`config.mk`:
```
export PLATFORM = sky130hd
export DESIGN_NAME = fifo_wr_arbiter_flat
export DESIGN_NICKNAME = d
export VERILOG_FILES = /design/src/rtl/fifo_arb_pkg.sv /design/src/rtl/fifo_wr_arbiter_if.sv /design/src/rtl/fifo_wr_arbiter_rr_pick.sv /design/src/rtl/fifo_wr_arbiter.sv /design/src/flat_wrapper.sv
export SDC_FILE = /design/constraint.sdc
export NUM_CORES = 1
export LEC_CHECK = 0
export CORE_MARGIN = 2
export CORE_UTILIZATION = 27
export DETAILED_ROUTE_END_ITERATION = 12
export MAX_ROUTING_LAYER = met4
export PLACE_DENSITY = 0.9
export SETUP_SLACK_MARGIN = 0.15
export SLEW_MARGIN = 0
export SYNTH_ARGS = -nofsm -noshare
export SYNTH_HDL_FRONTEND = slang
export SYNTH_SLANG_ARGS = --single-unit
```
`constraint.sdc`:
```
create_clock -name wr_clk -period 4.8 [get_ports wr_clk]
set_clock_uncertainty 0.15 [all_clocks]
set_input_delay 0.72 -clock wr_clk [delete_from_list [all_inputs] [get_ports wr_clk]]
set_output_delay 0.72 -clock wr_clk [all_outputs]
set_load 0.02 [all_outputs]
```
`src/rtl/fifo_arb_pkg.sv`:
```
// Shared types and default sizing for the round-robin FIFO write arbiter.
package fifo_arb_pkg;

  typedef enum logic {
    ARB_IDLE  = 1'b0,
    ARB_GRANT = 1'b1
  } arb_state_e;

  localparam int DEF_BITS      = 32;
  localparam int DEF_NREQ      = 4;
  localparam int DEF_MAX_BURST = 4;

endpackage

```
`src/rtl/fifo_wr_arbiter_if.sv`:
```
// Requester-to-FIFO write bundle; slave is the arbiter, master is the requester/FIFO side.
interface fifo_wr_arbiter_if
  import fifo_arb_pkg::*;
#(
  parameter int BITS = DEF_BITS,
  parameter int NREQ = DEF_NREQ
);

  logic [NREQ-1:0]           req_valid;
  logic [NREQ-1:0][BITS-1:0] req_data;
  logic [NREQ-1:0]           req_ready;
  logic                      fifo_wr_en;
  logic [BITS-1:0]           fifo_wr_data;
  logic                      fifo_wr_full;

  modport master (
    output req_valid, req_data, fifo_wr_full,
    input  req_ready, fifo_wr_en, fifo_wr_data
  );

  modport slave (
    input  req_valid, req_data, fifo_wr_full,
    output req_ready, fifo_wr_en, fifo_wr_data
  );

endinterface

```
`src/rtl/fifo_wr_arbiter_rr_pick.sv`:
```
// Combinational round-robin picker: first set bit of req after index last,
// wrapping, with last itself considered at lowest priority.
module rr_pick #(
  parameter int NREQ = 4
) (
  input  logic [NREQ-1:0]         req,
  input  logic [$clog2(NREQ)-1:0] last,
  output logic                    found,
  output logic [$clog2(NREQ)-1:0] idx
);

  localparam int GW = $clog2(NREQ);

  logic [GW-1:0] cand [NREQ];

  // cand[k] is the requester k+1 positions after last
  for (genvar gi = 0; gi < NREQ; gi++) begin : g_cand
    assign cand[gi] = GW'((int'(last) + gi + 1) % NREQ);
  end

  always_comb begin
    found = 1'b0;
    idx   = last;
    for (int k = NREQ - 1; k >= 0; k--) begin
      if (req[cand[k]]) begin
        found = 1'b1;
        idx   = cand[k];
      end
    end
  end

endmodule

```
`src/rtl/fifo_wr_arbiter.sv`:
```
// Round-robin burst arbiter multiplexing NREQ requesters into one FIFO write port.
// Optional per-requester beat counters when FIFO_WR_ARBITER_STATS_EN is defined.
module fifo_wr_arbiter
  import fifo_arb_pkg::*;
#(
  parameter int BITS      = DEF_BITS,
  parameter int NREQ      = DEF_NREQ,
  parameter int MAX_BURST = DEF_MAX_BURST
) (
  input  logic                    wr_clk,
  input  logic                    wr_rst,
  fifo_wr_arbiter_if.slave        bus,
  output logic [$clog2(NREQ)-1:0] grant_id,
  output logic                    busy
`ifdef FIFO_WR_ARBITER_STATS_EN
  ,
  output logic [NREQ-1:0][15:0]   beat_cnt
`endif
);

  localparam int GW = $clog2(NREQ);
  localparam int CW = $clog2(MAX_BURST + 1);

  arb_state_e    state_q, state_d;
  logic [GW-1:0] grant_q, grant_d;
  logic [GW-1:0] last_q, last_d;
  logic [CW-1:0] burst_q, burst_d;

  logic          pick_found;
  logic [GW-1:0] pick_idx;
  logic          grant_valid;
  logic          can_xfer;
  logic          accept;
  logic          release_now;
  logic [NREQ-1:0] ready_vec;

  // last_q always equals grant_q while granted, so one picker serves both
  // the IDLE selection and the same-cycle re-arbitration on release.
  rr_pick #(.NREQ(NREQ)) u_pick (
    .req   (bus.req_valid),
    .last  (last_q),
    .found (pick_found),
    .idx   (pick_idx)
  );

  always_comb begin
    grant_valid = bus.req_valid[grant_q];
    can_xfer    = (state_q == ARB_GRANT) && !bus.fifo_wr_full;
    accept      = can_xfer && grant_valid;
    ready_vec   = '0;
    for (int i = 0; i < NREQ; i++) begin
      ready_vec[i] = can_xfer && (grant_q == GW'(i));
    end
  end

  assign bus.req_ready    = ready_vec;
  assign bus.fifo_wr_en   = accept;
  assign bus.fifo_wr_data = bus.req_data[grant_q];
  assign grant_id         = grant_q;
  assign busy             = (state_q == ARB_GRANT);

  always_comb begin
    state_d     = state_q;
    grant_d     = grant_q;
    last_d      = last_q;
    burst_d     = burst_q;
    release_now = 1'b0;
    case (state_q)
      ARB_IDLE: begin
        if (pick_found) begin
          state_d = ARB_GRANT;
          grant_d = pick_idx;
          last_d  = pick_idx;
          burst_d = '0;
        end
      end
      ARB_GRANT: begin
        // a full FIFO freezes everything, including the burst position
        if (!bus.fifo_wr_full) begin
          if (!grant_valid) begin
            release_now = 1'b1;
          end else if (burst_q == CW'(MAX_BURST - 1)) begin
            release_now = 1'b1;
          end else begin
            burst_d = burst_q + CW'(1);
          end
          if (release_now) begin
            burst_d = '0;
            if (pick_found) begin
              grant_d = pick_idx;
              last_d  = pick_idx;
            end else begin
              state_d = ARB_IDLE;
            end
          end
        end
      end
      default: state_d = ARB_IDLE;
    endcase
  end

  always_ff @(posedge wr_clk or posedge wr_rst) begin
    if (wr_rst) begin
      state_q <= ARB_IDLE;
      grant_q <= '0;
      last_q  <= GW'(NREQ - 1);
      burst_q <= '0;
    end else begin
      state_q <= state_d;
      grant_q <= grant_d;
      last_q  <= last_d;
      burst_q <= burst_d;
    end
  end

`ifdef FIFO_WR_ARBITER_STATS_EN
  for (genvar gi = 0; gi < NREQ; gi++) begin : g_stats
    logic [15:0] cnt_q, cnt_d;

    always_comb begin
      cnt_d = cnt_q;
      if (accept && (grant_q == GW'(gi))) begin
        cnt_d = cnt_q + 16'd1;
      end
    end

    always_ff @(posedge wr_clk or posedge wr_rst) begin
      if (wr_rst) begin
        cnt_q <= '0;
      end else begin
        cnt_q <= cnt_d;
      end
    end

    assign beat_cnt[gi] = cnt_q;
  end
`endif

endmodule

```
`src/flat_wrapper.sv`:
```
// flat-port wrapper written by rule: the top's interface ports become plain ports
module fifo_wr_arbiter_flat import fifo_arb_pkg::*;
#(
  parameter int BITS      = DEF_BITS,
  parameter int NREQ      = DEF_NREQ,
  parameter int MAX_BURST = DEF_MAX_BURST
)
  (wr_clk, wr_rst, grant_id, busy, bus_req_valid, bus_req_data, bus_fifo_wr_full, bus_req_ready, bus_fifo_wr_en, bus_fifo_wr_data);
  fifo_wr_arbiter_if #(.BITS(BITS), .NREQ(NREQ)) bus_i ();
  input  logic wr_clk;
  input  logic wr_rst;
  output logic [$clog2(NREQ)-1:0] grant_id;
  output logic busy;
  input wire logic [$bits(bus_i.req_valid)-1:0] bus_req_valid;
  input wire logic [$bits(bus_i.req_data)-1:0] bus_req_data;
  input wire logic [$bits(bus_i.fifo_wr_full)-1:0] bus_fifo_wr_full;
  output wire logic [$bits(bus_i.req_ready)-1:0] bus_req_ready;
  output wire logic [$bits(bus_i.fifo_wr_en)-1:0] bus_fifo_wr_en;
  output wire logic [$bits(bus_i.fifo_wr_data)-1:0] bus_fifo_wr_data;
  assign bus_i.req_valid = bus_req_valid;
  assign bus_i.req_data = bus_req_data;
  assign bus_i.fifo_wr_full = bus_fifo_wr_full;
  assign bus_req_ready = bus_i.req_ready;
  assign bus_fifo_wr_en = bus_i.fifo_wr_en;
  assign bus_fifo_wr_data = bus_i.fifo_wr_data;
  fifo_wr_arbiter #(.BITS(BITS), .NREQ(NREQ), .MAX_BURST(MAX_BURST)) u_core (.wr_clk(wr_clk), .wr_rst(wr_rst), .bus(bus_i), .grant_id(grant_id), .busy(busy));
endmodule
```
======== Word-level counts from Yosys, hierarchy flattened ========
Index checks and enable logic that the tools add are counted.
operators by class
  add/sub/neg operators ................... 7
  $lt $le $gt $ge ......................... 5
  equality and inequality tests ........... 9
  muxes and demuxes ....................... 42
  bitwise logic cells ..................... 1
  reductions and logical operators ........ 10
operators by type and width
  operator                                                               count
  32-bit binary-select mux with 2-bit select                             1
  32-bit two-way mux                                                     1
  2-bit two-way mux                                                      10
  1-bit two-way mux                                                      16
  2-bit by 3-bit < comparator with 1-bit output, second input constant   5
  3-bit two-way mux                                                      5
  1-bit binary-select mux with 2-bit select                              5
  2-bit by 1-bit adder with 2-bit output, second input constant          4
  2-bit case mux with 2 select lines                                     2
  1-bit logical AND                                                      6
  3-bit != test, second input constant                                   2
  3-bit case mux with 2 select lines                                     1
  2-bit adder, second input constant                                     2
  2-bit equality test, second input constant                             2
  2-bit != test, second input constant                                   2
  4-bit AND reduction                                                    1
  3-bit by 1-bit adder with 3-bit output, second input constant          1
  3-bit by 2-bit equality test with 1-bit output, second input constant  1
  2-bit by 1-bit equality test with 1-bit output, second input constant  1
  2-bit zero test                                                        1
  2-bit by 1-bit != test with 1-bit output, second input constant        1
  1-bit case mux with 2 select lines                                     1
  2-bit AND reduction                                                    1
  1-bit zero test                                                        1
  1-bit NOT                                                              1
storage, ports and cells
  register bits ........................... 8
  input bits .............................. 135
  output and inout port bits .............. 40

======== Logic depth before layout (Yosys ltp) ========
  word-level depth ........................ 12
  mapped depth ............................ 5

======== By module ========
A second synthesis with hierarchy kept.
second synthesis, totals
  cell total of the unflattened synthesis .. 98
  area, all modules ....................... 1,308.8 um^2
by module, submodules not included
  module           instances  cells an instance  area an instance (um^2)  seq. area each (um^2)
  fifo_wr_arbiter  1          84                 1,236.2                  202.7
  rr_pick          1          14                 72.6                     0.0

======== Least setup slack after synthesis ========
No wires, ideal clock.
  path kind ............................... register -> output
  start ................................... reg u_core.grant_q[0], in the netlist u_core.grant_id[0]
  end ..................................... out bus_fifo_wr_data[12]
  data arrival time ....................... 1,533 ps
  path slack .............................. 2,397 ps
  stages on the path, launching flop included .. 4
  buffers on the path ..................... 2
  path through ............................ dfrtp_1 buf_6 buf_2 mux4_2
between the ends
  longest elaborated chain between the ends .. 2
RTL lines
  what                                        line                    source
  from (decl)                                 fifo_wr_arbiter.sv:25   logic [GW-1:0] grant_q, grant_d;
  from (signal assigned)                      fifo_wr_arbiter.sv:110  grant_q <= grant_d;
  32-bit binary-select mux with 2-bit select  fifo_wr_arbiter.sv:58   assign bus.fifo_wr_data = bus.req_data[grant_q];
  32-bit two-way mux (not written as such)    fifo_wr_arbiter.sv:58
  to (decl)                                   flat_wrapper.sv:19      output wire logic [$bits(bus_i.fifo_wr_data)-1:0] bus_fifo_wr_data;
Every way passes these cells. The select of a mux whose other input is x is not followed.

======== Worst setup path in the final report ========
  start ................................... reg u_core.grant_q[1], in the netlist u_core.grant_id[1]
  end ..................................... out bus_fifo_wr_data[3]
Same word-level chain as after synthesis.

==> flow_metrics.py <==
metrics = {
    "floorplanning": {
        "dieArea_um2": 5460,
        "die_width_um": 73.9,
        "placementRows": 25,
        "io_pins": 175,
        "die_h_um": 73.9,
        "core_um2": 4720,
        "initial_core_util_pct": 27.9,
    },
    "sta": {
        "hold_viol_final": 0,
        "drv_slew": 0,
        "fmax_mhz": 298,
        "worstMarginPinSlew_ps": 934,
        "finalSetupTns_ps": 0,
        "grt_setup_unrepaired": "no",
        "timing.final.crit_share_pct": 69.8,
        "period_needed_ps": 3350,
        "fin_ws_ps": 1450,
        "relSlewSlack_pct": 37.7,
        "setup_viol": 0,
    },
    "yosys": {
        "syn_inst": 96,
        "avgSynthCellArea_um2": 13.8,
        "ys_seq_area_share_pct": 15.4,
        "synth_fp_nets": 233,
        "yosys_warnings": 0,
        "synth_seq_cells": 8,
        "netlist_area_um2": 1320,
        "yosysUniqueCellTypes": 30,
    },
    "power": {
        "p_clk_share_pct": 5.8,
        "p_per_area_nw_per_um2": 469,
        "max-vdd-ir-drop_uv": 572,
        "switching_share_pct": 41.8,
        "power_leakage_nw": 1.19,
        "p_switching_mw": 0.618,
        "internal-power_mw": 0.862,
        "p_seq_share_pct": 10.9,
        "pwr-share-comb_pct": 83.3,
    },
    "final_layout": {
        "nFillCells": 387,
        "drive_gt1_share_pct": 17.6,
        "finish.utilization_pct": 66.9,
        "syn_to_final_growth_pct": 139,
        "nNetsFinal": 405,
        "fin_area_um2": 3160,
        "diodes": 0,
    },
    "cts": {
        "cts-root-buf": "clkbuf_8",
        "htreeDepth": 1,
        "cts_resized": 0,
        "cts_buffer_depth": 2,
        "clock-sinks": 8,
        "hold_buffers": 0,
        "clk_pin_slew_worst_paths_ps": 40,
        "cts_buffers": 3,
        "clk_latency_ps": 230,
        "cts_tree": "yes",
        "cts_setup_buffers": 0,
    },
    "global_route": {
        "grt_max_degree": 39,
        "overflow": 0,
        "grt.total_usage_pct": 21.2,
        "antenna_found_initial": 0,
        "grt_pass1_vias": 1604,
        "grt_pass1_wl_um": 8380,
    },
    "placement": {
        "io_buffer_count": 174,
        "pre_cts_slack_ps": 1490,
        "placed_area_um2": 3110,
        "place.gp.congestion": 0.793,
        "dpl.hpwl_um": 5410,
    },
    "setup_path": {
        "crit_type": "reg -> out",
        "worstSetupEndpointType": "output pin",
        "critPathTopFamily": "buffers and inverters",
        "worstPathRequired_ps": 3930,
        "crit_arrival_ps": 2480,
        "path_cells": "buf_4, mux4_2, clkdlybuf4s50_1",
        "cp_num_buf_inv": 2,
        "crit_path_max_fanout": 22,
        "slowest_delay_ps": 940,
        "cp-start-kind": "flop",
        "slowest_stage": "dfrtp_1",
    },
    "routing": {
        "routedWlPerCell_um": 18.5,
        "viasPerCell": 4.90,
        "drt_iter0_drc": 36,
        "dr.pass1.iters": 4,
        "via_count": 1638,
        "drt-total-wl_um": 6170,
        "antenna_left": 0,
        "drc_errors": 0,
    },
    "run": {
        "cap_violations": 0,
    },
    "status": {
        "status": "complete, no violations",
    },
    "worst_hold_path": {
        "hp-class": "reg -> reg",
    },
}
per-layer routing:
metal,vias to the layer above,track usage (%),wire (um)
li1,749,-,-
met1,797,21.6,2070
met2,76,40.4,3530
met3,16,4.53,436
met4,0,5.66,137
met5,-,-,0
power groups by stage:
stage               clock network (mW)  logic (mW)  registers, mW
global placement                     0        1.23          0.157
detailed placement                   0        1.25          0.161
CTS                             0.0878        1.25          0.161
global route                    0.0919        1.31          0.168
finish                          0.0860        1.23          0.161
floorplan                            0       0.772          0.129
final timing paths:
path / slack [ps] / to / from / cells after the start
min: 320 / u_core.burst_q[2] / u_core.burst_q[2] / 2
min reg2reg: 320 / u_core.burst_q[2] / u_core.burst_q[2] / 2
min in group asynchronous: 590 / u_core.burst_q[2] / wr_rst / 2
max: 1450 / bus_fifo_wr_data[3] / u_core.grant_id[1] / 3
max reg2reg: 2650 / u_core.grant_id[0] / u_core.grant_id[1] / 4
max in group asynchronous: 3620 / u_core.last_q[1] / wr_rst / 2
metrics by stage:
| stage | hold slack, ps | instances | total power, mW |
|---|---|---|---|
| 3_3_place_gp | 311 | 330 | 1.38 |
| 4_1_cts | 325 | 334 | 1.50 |
| 6_report | 320 | 334 | 1.48 |
| 3_5_place_dp | 316 | 330 | 1.41 |
| 2_1_floorplan | 299 | 96 | 0.900 |
| 5_1_grt | 376 | 334 | 1.57 |
cell families (layout without fill, tap and decap cells):
group	count (synthesis)	after routing	share of synthesized area [%]
AO/OA/AOI/OAI	8	8	4.08
adder cells (fa/ha/maj)	2	2	1.90
buffers and inverters	17	188	5.97
flip-flops	8	8	15.4
multiplexers	41	41	62.5
AND/OR/NAND/NOR	20	20	10.2
cell type report:
cell class              count  area, um^2  area share (%)
repair buffers            176        1760            55.6
multi-input cells          71        1040            32.9
flip-flops and latches      8         204            6.46
well taps                  67        83.8            2.65
clock buffers               4        45.0            1.43
inverters                   8        30.0           0.951
synthesized netlist by cell type (all sizes together):
| library cell | instances | area [um^2] |
|---|---|---|
| ha | 2 | 25.0 |
| nor2 | 3 | 13.8 |
| mux2i | 7 | 70.1 |
| nor2b | 1 | 6.26 |
| a31oi | 1 | 6.26 |
| mux4 | 33 | 743 |
| o31ai | 1 | 7.51 |
| and3 | 4 | 25.0 |
| or4 | 1 | 7.51 |
| clkbuf | 4 | 15.0 |
| nand2 | 6 | 25.0 |
| dfstp | 2 | 52.6 |
| mux2 | 1 | 11.3 |
| a21o | 1 | 7.51 |
| a221oi | 1 | 8.76 |
| nor4b | 2 | 30.0 |
| nand2b | 1 | 6.26 |
| a22o | 1 | 8.76 |
| buf | 5 | 33.8 |
| a21oi | 1 | 5.00 |
| dfrtp | 6 | 150 |
| o21ai | 2 | 10.0 |
| nor3 | 2 | 21.3 |
| inv | 8 | 30.0 |
state kept, by name (all words and copies together), names as in the netlist:
name             count
u_core.last_q        2
u_core.burst_q       3
u_core.busy          1
u_core.grant_id      2
tightest hold or removal path: cells and delay by family, from the launching register on:
family,cells,cell delay (ps)
DFF,1,330
and+or+nand+nor,1,50
AOI/OAI and AO/OA,1,50
placed cells by master, fill, tap and decap left out, types with 2 or more instances in the layout:
master,Yosys,layout
dfstp_2,2,2
nand2_1,5,5
nor2_1,2,2
clkbuf_8,0,3
mux2i_1,7,7
clkdlybuf4s50_1,0,174
nor4b_2,2,2
ha_1,2,2
dfrtp_1,6,5
mux4_2,33,33
buf_4,1,2
inv_1,8,8
and3_1,4,4
(Power assumes the default switching activity.)
